==> src/rtl/ysyx_23060203_lsu.sv <==
// Load/store unit: takes the ALU result as the effective address, runs one
// request/response bus transaction for legal loads/stores, aligns store lanes,
// extracts and extends load data, and hands a result to write-back.
// Non-memory instructions and faulting accesses skip the bus entirely.
module ysyx_23060203_lsu (
  input  logic        clk,
  input  logic        rst_n,
  input  logic        in_valid,
  output logic        in_ready,
  input  logic [31:0] in_addr,
  input  logic [31:0] in_wdata,
  input  logic [2:0]  in_funct3,
  input  logic        in_load,
  input  logic        in_store,
  input  logic [4:0]  in_rd,
  output logic        out_valid,
  input  logic        out_ready,
  output logic [31:0] out_data,
  output logic [4:0]  out_rd,
  output logic        out_err,
  output logic        mem_req_valid,
  input  logic        mem_req_ready,
  output logic [31:0] mem_addr,
  output logic        mem_wen,
  output logic [31:0] mem_wdata,
  output logic [3:0]  mem_wstrb,
  input  logic        mem_rsp_valid,
  input  logic [31:0] mem_rsp_data,
  input  logic        mem_rsp_err
);

  typedef enum logic [1:0] {IDLE, REQ, WAIT, DONE} state_e;

  state_e      state_q, state_d;
  logic [31:0] addr_q, addr_d;
  logic [31:0] wdata_q, wdata_d;
  logic [2:0]  funct3_q, funct3_d;
  logic        load_q, load_d;
  logic        store_q, store_d;
  logic [4:0]  rd_q, rd_d;
  logic [31:0] result_q, result_d;
  logic        err_q, err_d;

  logic        in_is_mem;
  logic        in_f3_legal;
  logic        in_misaligned;
  logic        in_fault;
  logic [31:0] rsp_shifted;
  logic [31:0] load_value;
  logic [31:0] st_wdata;
  logic [3:0]  st_wstrb;

  // Classify the incoming instruction: illegal funct3 or misalignment faults
  // without touching the bus; funct3[1:0] encodes the access size.
  always_comb begin
    in_is_mem   = in_load | in_store;
    in_f3_legal = 1'b0;
    if (in_load)
      in_f3_legal = in_funct3 inside {3'b000, 3'b001, 3'b010, 3'b100, 3'b101};
    else if (in_store)
      in_f3_legal = in_funct3 inside {3'b000, 3'b001, 3'b010};
    in_misaligned = ((in_funct3[1:0] == 2'b01) & in_addr[0]) |
                    ((in_funct3[1:0] == 2'b10) & (in_addr[1:0] != 2'b00));
    in_fault = in_is_mem & (~in_f3_legal | in_misaligned);
  end

  // Load extraction: move the addressed byte/half down to bit 0, then extend.
  always_comb begin
    rsp_shifted = mem_rsp_data >> {addr_q[1:0], 3'b000};
    case (funct3_q)
      3'b000:  load_value = {{24{rsp_shifted[7]}}, rsp_shifted[7:0]};
      3'b001:  load_value = {{16{rsp_shifted[15]}}, rsp_shifted[15:0]};
      3'b100:  load_value = {24'd0, rsp_shifted[7:0]};
      3'b101:  load_value = {16'd0, rsp_shifted[15:0]};
      default: load_value = rsp_shifted;
    endcase
  end

  // Store lane replication and byte strobes from the latched size/offset.
  always_comb begin
    case (funct3_q[1:0])
      2'b00: begin
        st_wdata = {4{wdata_q[7:0]}};
        st_wstrb = 4'b0001 << addr_q[1:0];
      end
      2'b01: begin
        st_wdata = {2{wdata_q[15:0]}};
        st_wstrb = 4'b0011 << {addr_q[1], 1'b0};
      end
      default: begin
        st_wdata = wdata_q;
        st_wstrb = 4'b1111;
      end
    endcase
  end

  // State and datapath registers; reset abandons any access in progress.
  always_ff @(posedge clk or negedge rst_n) begin
    if (!rst_n) begin
      state_q  <= IDLE;
      addr_q   <= '0;
      wdata_q  <= '0;
      funct3_q <= '0;
      load_q   <= 1'b0;
      store_q  <= 1'b0;
      rd_q     <= '0;
      result_q <= '0;
      err_q    <= 1'b0;
    end else begin
      state_q  <= state_d;
      addr_q   <= addr_d;
      wdata_q  <= wdata_d;
      funct3_q <= funct3_d;
      load_q   <= load_d;
      store_q  <= store_d;
      rd_q     <= rd_d;
      result_q <= result_d;
      err_q    <= err_d;
    end
  end

  // Next-state logic: one instruction in flight, no accept while in DONE.
  always_comb begin
    state_d = state_q;
    case (state_q)
      IDLE: if (in_valid) state_d = (in_is_mem && !in_fault) ? REQ : DONE;
      REQ:  if (mem_req_ready) state_d = WAIT;
      WAIT: if (mem_rsp_valid) state_d = DONE;
      DONE: if (out_ready) state_d = IDLE;
      default: state_d = IDLE;
    endcase
  end

  // Datapath updates: latch on accept, capture the result on the response.
  // Faults and non-memory ops report the latched address as their result.
  always_comb begin
    addr_d   = addr_q;
    wdata_d  = wdata_q;
    funct3_d = funct3_q;
    load_d   = load_q;
    store_d  = store_q;
    rd_d     = rd_q;
    result_d = result_q;
    err_d    = err_q;
    if (state_q == IDLE && in_valid) begin
      addr_d   = in_addr;
      wdata_d  = in_wdata;
      funct3_d = in_funct3;
      load_d   = in_load;
      store_d  = in_store;
      rd_d     = in_rd;
      result_d = in_addr;
      err_d    = in_fault;
    end else if (state_q == WAIT && mem_rsp_valid) begin
      err_d    = mem_rsp_err;
      result_d = mem_rsp_err ? addr_q : (load_q ? load_value : 32'd0);
    end
  end

  // Outputs: bus signals are driven only in REQ so they read zero when idle.
  always_comb begin
    in_ready      = (state_q == IDLE);
    mem_req_valid = (state_q == REQ);
    mem_addr      = mem_req_valid ? {addr_q[31:2], 2'b00} : 32'd0;
    mem_wen       = mem_req_valid & store_q;
    mem_wdata     = mem_wen ? st_wdata : 32'd0;
    mem_wstrb     = mem_wen ? st_wstrb : 4'b0000;
    out_valid     = (state_q == DONE);
    out_data      = result_q;
    out_rd        = rd_q;
    out_err       = err_q;
  end

endmodule

==> config.mk <==
export PLATFORM = sky130hd
export DESIGN_NAME = ysyx_23060203_lsu
export DESIGN_NICKNAME = d
export VERILOG_FILES = /design/src/rtl/ysyx_23060203_lsu.sv
export SDC_FILE = /design/constraint.sdc
export NUM_CORES = 1
export LEC_CHECK = 0
export CAP_MARGIN = 20
export CORE_MARGIN = 4
export CORE_UTILIZATION = 28
export CTS_CLUSTER_DIAMETER = 30
export DETAILED_ROUTE_END_ITERATION = 10
export GPL_TIMING_DRIVEN = 0
export HOLD_SLACK_MARGIN = 0.06
export PLACE_DENSITY_LB_ADDON = 0.12
export SLEW_MARGIN = 30
export SYNTH_ARGS = -nofsm -noshare
export SYNTH_HDL_FRONTEND = slang
export SYNTH_SLANG_ARGS = --single-unit
==> constraint.sdc <==
create_clock -name clk -period 3.66 [get_ports clk]
set_input_delay 1.098 -clock clk [delete_from_list [all_inputs] [get_ports clk]]
set_output_delay 1.098 -clock clk [all_outputs]
set_load 0.02 [all_outputs]
## Word-level counts from Yosys, hierarchy flattened

Index checks and enable logic that the tools add are counted.

- Register bits after elaboration: 109
- Word-level logic and storage cells: 70
- Output and inout port bits: 110

- Reduce and logical (&&, ||, !) cells: 13
- Bitwise gates (word level): 8
- Shifts and indexed selects: 3
- Muxes and demuxes: 20
- Equality and inequality tests: 17

Operators with widths:

| cell | number |
|---|---|
| $mux 32 | 6 |
| $pmux 32 s4 | 1 |
| $pmux 32 s2 | 1 |
| $shr 32x5->32 | 1 |
| $eq 3x3->1 const B | 4 |
| $mux 2 | 5 |
| $pmux 2 s4 | 1 |
| $pmux 4 s2 | 1 |
| $eq 2x1->1 const B | 3 |
| $eq 2x2->1 const B | 3 |
| $eq 3x1->1 const B | 2 |
| $logic_not 3->1 | 2 |
| $reduce_bool 5->1 | 1 |
| $and 1x1->1 | 4 |
| $logic_not 2->1 | 2 |
| $mux 1 | 4 |
| $mux 4 | 1 |
| $ne 2x1->1 const B | 2 |
| $ne 2x2->1 const B | 2 |
| $reduce_and 4->1 | 1 |
| $reduce_bool 2->1 | 2 |
| $shl 1x2->4 const A | 1 |
| $shl 2x2->4 const A | 1 |
| $eq 3x2->1 const B | 1 |
| other kinds (5) | 9 |

## Longest topological paths before layout

Gate-level depths: netlist of the first run.

- Depth after elaboration: 12
- Mapped depth: 8
- Mapped depth without buffers: 6

## Worst setup path after synthesis of the first run

No wires, ideal clock.

- Kind: flip-flop to output port
- Start point: register state_q[1]
- End point: output port mem_wdata[23]
- Slack: 0.960 ns
- Path buffers: 2
- Data required time: 2.562 ns
- Cell stages (with the launch flop): 7
- Data arrival time: 1.602 ns
- Cells stage by stage: dfrtp_1 inv_1 ha_1 nand2_1 clkbuf_1 buf_1 nor2_1

- Cells in the longest elaborated chain, start to end: 3

Ends and longest elaborated chain:

| what | RTL line | source |
|---|---|---|
| from (decl) | 34 | `state_e state_q, state_d;` |
| from (signal assigned) | 110 | `state_q <= state_d;` |
| $eq 2x1->1 | 163 | `mem_req_valid = (state_q == REQ);` |
| net mem_req_valid | 21 | `output logic mem_req_valid,` |
| $and 1x1->1 | 165 | `mem_wen = mem_req_valid & store_q;` |
| $mux 32 | 166 | `mem_wdata = mem_wen ? st_wdata : 32'd0;` |
| to (decl) | 25 | `output logic [31:0] mem_wdata,` |

The timed path passes the listed nets, and every way through them passes these cells.

## Worst setup path after layout of the first run

- Start point: register state_q[1]
- End point: output port mem_addr[7]

- Cells in the longest elaborated chain, start to end: 2

Ends and longest elaborated chain:

| what | RTL line | source |
|---|---|---|
| $eq 2x1->1 | 163 |  |
| $mux 32 | 164 | `mem_addr = mem_req_valid ? {addr_q[31:2], 2'b00} : 32'd0;` |
| to (decl) | 23 | `output logic [31:0] mem_addr,` |

Every way passes these cells.

==> results of run 1 <==
[stage by stage]
stage	std cells	setup WS [ns]
floorplan	700	0.9604
global placement	1195	-3.191
detailed placement	1196	0.1230
CTS	1212	0.02428
global route	1210	0.0008575
finish	1211	0.08833
[cell families after synthesis]
kind of cell / Yosys count / synth area share (%)
muxes: 49 / 8.481
other: 1 / 0.06307
adders and majority gates: 4 / 0.8418
DFF: 109 / 45.88
AOI/OAI and AO/OA: 123 / 14.84
and+or+nand+nor: 349 / 25.21
buffers and inverters: 64 / 4.693
[where the power goes]
part / switching, W / internal, W / total [W]
logic: 0.00213 / 0.00166 / 0.00380
clock network: 0.000480 / 0.000505 / 0.000985
registers: 0.000447 / 0.00178 / 0.00223
[flip-flops by register name, summed over array words and instances (netlist names)]
| signal | cells |
|---|---|
| state_q | 2 |
| out_err | 1 |
| addr_q | 32 |
| out_data | 32 |
| funct3_q | 3 |
| out_rd | 5 |
| wdata_q | 32 |
| store_q | 1 |
| load_q | 1 |
[per-layer routing]
| layer | GRT usage, % | wire (um) | up-vias |
|---|---|---|---|
| met2 | 32.50 | 11100 | 190 |
| met4 | 4.163 | 280 | 4 |
| met5 | 0 | 22 | - |
| met1 | 25.62 | 10470 | 2768 |
| met3 | 5.685 | 1635 | 20 |
| li1 | - | - | 2827 |
[worst paths after layout]
check,start,endpoint,cells past startpoint
worst max register to register,state_q[0]$_DFFE_PN0P_,funct3_q[0]$_DFFE_PN0P_,7
worst min-delay path,wdata_q[24]$_DFFE_PN0P_,wdata_q[24]$_DFFE_PN0P_,2
worst max-delay path,state_q[1]$_DFFE_PN0P_,mem_addr[7],5
min in group asynchronous,rst_n,out_data[19]$_DFFE_PN0P_,1
max in group asynchronous,rst_n,out_rd[1]$_DFFE_PN0P_,2
worst min register to register,wdata_q[24]$_DFFE_PN0P_,wdata_q[24]$_DFFE_PN0P_,2
[cell usage after synthesis, types with 3 or more instances]
library cell    n  share of area (%)
a21o_1         10                1.3
a21oi_1        22                1.9
a221o_1         8                1.3
a221oi_1        8                1.2
a41oi_1         7                1.0
and2_1         32                3.4
and3_1         16                1.7
buf_1           4               0.25
buf_2          10               0.84
buf_4           5               0.63
clkbuf_1       33                2.1
dfrtp_1       109                 46
ha_1            4               0.84
inv_1          11               0.69
mux2i_1        47                7.9
nand2_1       237                 15
nand2b_1        3               0.32
nand3_1         8               0.67
nand3b_1        7               0.88
nor2_1         42                2.7
o211ai_1       16                2.0
o21ai_0        22                1.9
o22a_1         16                2.4
o22ai_1         3               0.32
[critical path, stage by stage (launching register included)]
cell             delay [ns]
dfrtp_1                0.41
inv_1                  0.09
ha_1                   0.25
clkbuf_1               0.48
and2_1                 0.25
clkdlybuf4s50_1        0.63
[repair_timing]
item / CTS / global route
setup buffers: 0 / 0
gates resized for setup: 8 / 11
endpoints found under the setup margin: 45 / 35
[final cells by class]
| class | count | share of cell area, % |
|---|---|---|
| clock inverters | 4 | 0.3541 |
| flip-flops and latches | 109 | 30.87 |
| repair buffers | 221 | 25.31 |
| well taps | 275 | 3.895 |
| clock buffers | 12 | 2.903 |
| inverters | 11 | 0.4674 |
| diodes | 1 | 0.02832 |
| multi-input cells | 527 | 33.39 |
| plain buffers | 51 | 2.776 |
[cells in the final DEF, fill, tap and decap left out, types with 8 or more instances in the layout]
master,count
nand2_1,237
clkdlybuf4s50_1,217
dfrtp_1,109
mux2i_1,47
nor2_1,41
and2_1,32
clkbuf_1,26
a21oi_1,22
o21ai_0,22
and3_1,16
o22a_1,16
o211ai_1,16
buf_2,12
inv_1,11
a21o_1,10
clkbuf_16,9
a221o_1,8
nand3_1,8
a221oi_1,8
==> impl_metrics.py, run 1 <==
metrics = {
    "final_layout": {
        "fillers": 2187,
        "area_delta_synth_final_pct": 48.59,
        "stdcell_area_um2": 8835,
        "nNetsFinal": 1047,
        "fin_util_pct": 42.16,
        "multi_input_area_um2": 2950,
        "layout-drive-gt1-share_pct": 5.134,
        "seqCellArea_um2": 2728,
    },
    "placed_design": {
        "port_buffers": 220,
        "dpl.hpwl_mm": 18.17,
        "gp_congestion": 0.8237,
        "place_area_um2": 8528,
    },
    "sta": {
        "max_freq_mhz": 280.0,
        "slew_headroom_pct": 57.17,
        "tns_ns": 0,
        "fin_crit_sh_pct": 97.59,
        "finalSetupViolations": 0,
        "worstMarginPinSlew_ns": 0.6424,
        "hold_viol_final": 0,
        "hold_ws_ns": 0.4774,
        "period_minus_slack_ns": 3.572,
        "finalClockSkew_ns": 0.01383,
        "rsz0062_at_grt": "no",
        "maxSlewViolCount": 0,
    },
    "clock_tree": {
        "cts_inserted_buffers": 9,
        "cts_root_buf": "clkbuf_16",
        "cts_tree": "done",
        "cts.sinks": 109,
        "htree_levels": 3,
        "clk_pin_slew_ns": 0.07,
        "insertion_delay_ns": 0.36,
        "cts_max_path_buffers": 2,
        "cts_hold_buf": 0,
    },
    "logic_synthesis": {
        "synth-seq-cells": 109,
        "synth_edf_count": 0,
        "synth_area_um2": 5946,
        "syn_inst": 699,
        "synth_warnings": 0,
        "synth_flop_cell": "dfrtp_1",
        "async_flop_share_pct": 100.0,
        "yosysSeqAreaShare_pct": 45.88,
        "syn_area_per_cell_um2": 8.506,
        "synthDistinctLibCells": 43,
    },
    "die": {
        "num_io_pins": 223,
        "rows": 53,
        "die_x_um": 153.7,
        "dieArea_um2": 23630,
        "coreArea_um2": 20960,
        "start_util_pct": 28.37,
        "dieHeight_um": 153.7,
    },
    "status": {
        "outcome": "finished clean",
    },
    "route": {
        "avgViaCountPerCell": 4.797,
        "drt-total-wl_mm": 23.52,
        "drtAntennaViolNets": 0,
        "dr.pass1.iters": 5,
        "post_drt_wl_per_cell_um": 19.42,
        "drc": 0,
        "vias": 5809,
        "first_iter_violations": 298,
    },
    "grt": {
        "overflow": 0,
        "grt_pass1_vias": 6058,
        "grt_pass1_wl_mm": 35.91,
        "grt_usage_pct": 19.61,
        "antenna_found_initial": 2,
        "grt_max_degree": 59,
    },
    "worst_setup_path": {
        "ff2ff_setup_slack_ns": 1.07,
        "critPathMaxFanout": 10,
        "endpoint_kind": "primary output",
        "crit_type": "flop to primary output",
        "crit_arrival_ns": 2.47,
        "start_kind": "flop",
        "cp.required_ns": 2.56,
    },
    "pwr": {
        "powerDensity_nw_per_um2": 793.2,
        "vdd_drop_max_mv": 0.2958,
        "leakage_nw": 4.002,
        "power_w": 0.007008,
    },
    "flow_run": {
        "cap_violations": 0,
    },
    "hold_path": {
        "hold_class": "flop to flop",
    },
}
Power figures use the tool's default switching activity.
==> run 2, diff against run 1 <==
--- a/config.mk
+++ b/config.mk
@@ -5,10 +5,12 @@
 export SDC_FILE = /design/constraint.sdc
 export NUM_CORES = 1
 export LEC_CHECK = 0
+export ABC_CLOCK_PERIOD_IN_PS = 3660
 export CAP_MARGIN = 20
 export CORE_MARGIN = 4
 export CORE_UTILIZATION = 28
 export CTS_CLUSTER_DIAMETER = 30
+export CTS_CLUSTER_SIZE = 20
 export DETAILED_ROUTE_END_ITERATION = 10
 export GPL_TIMING_DRIVEN = 0
 export HOLD_SLACK_MARGIN = 0.06
==> results of run 2 <==
No change in the layout: final DEF, timing and power equal those of run 1.
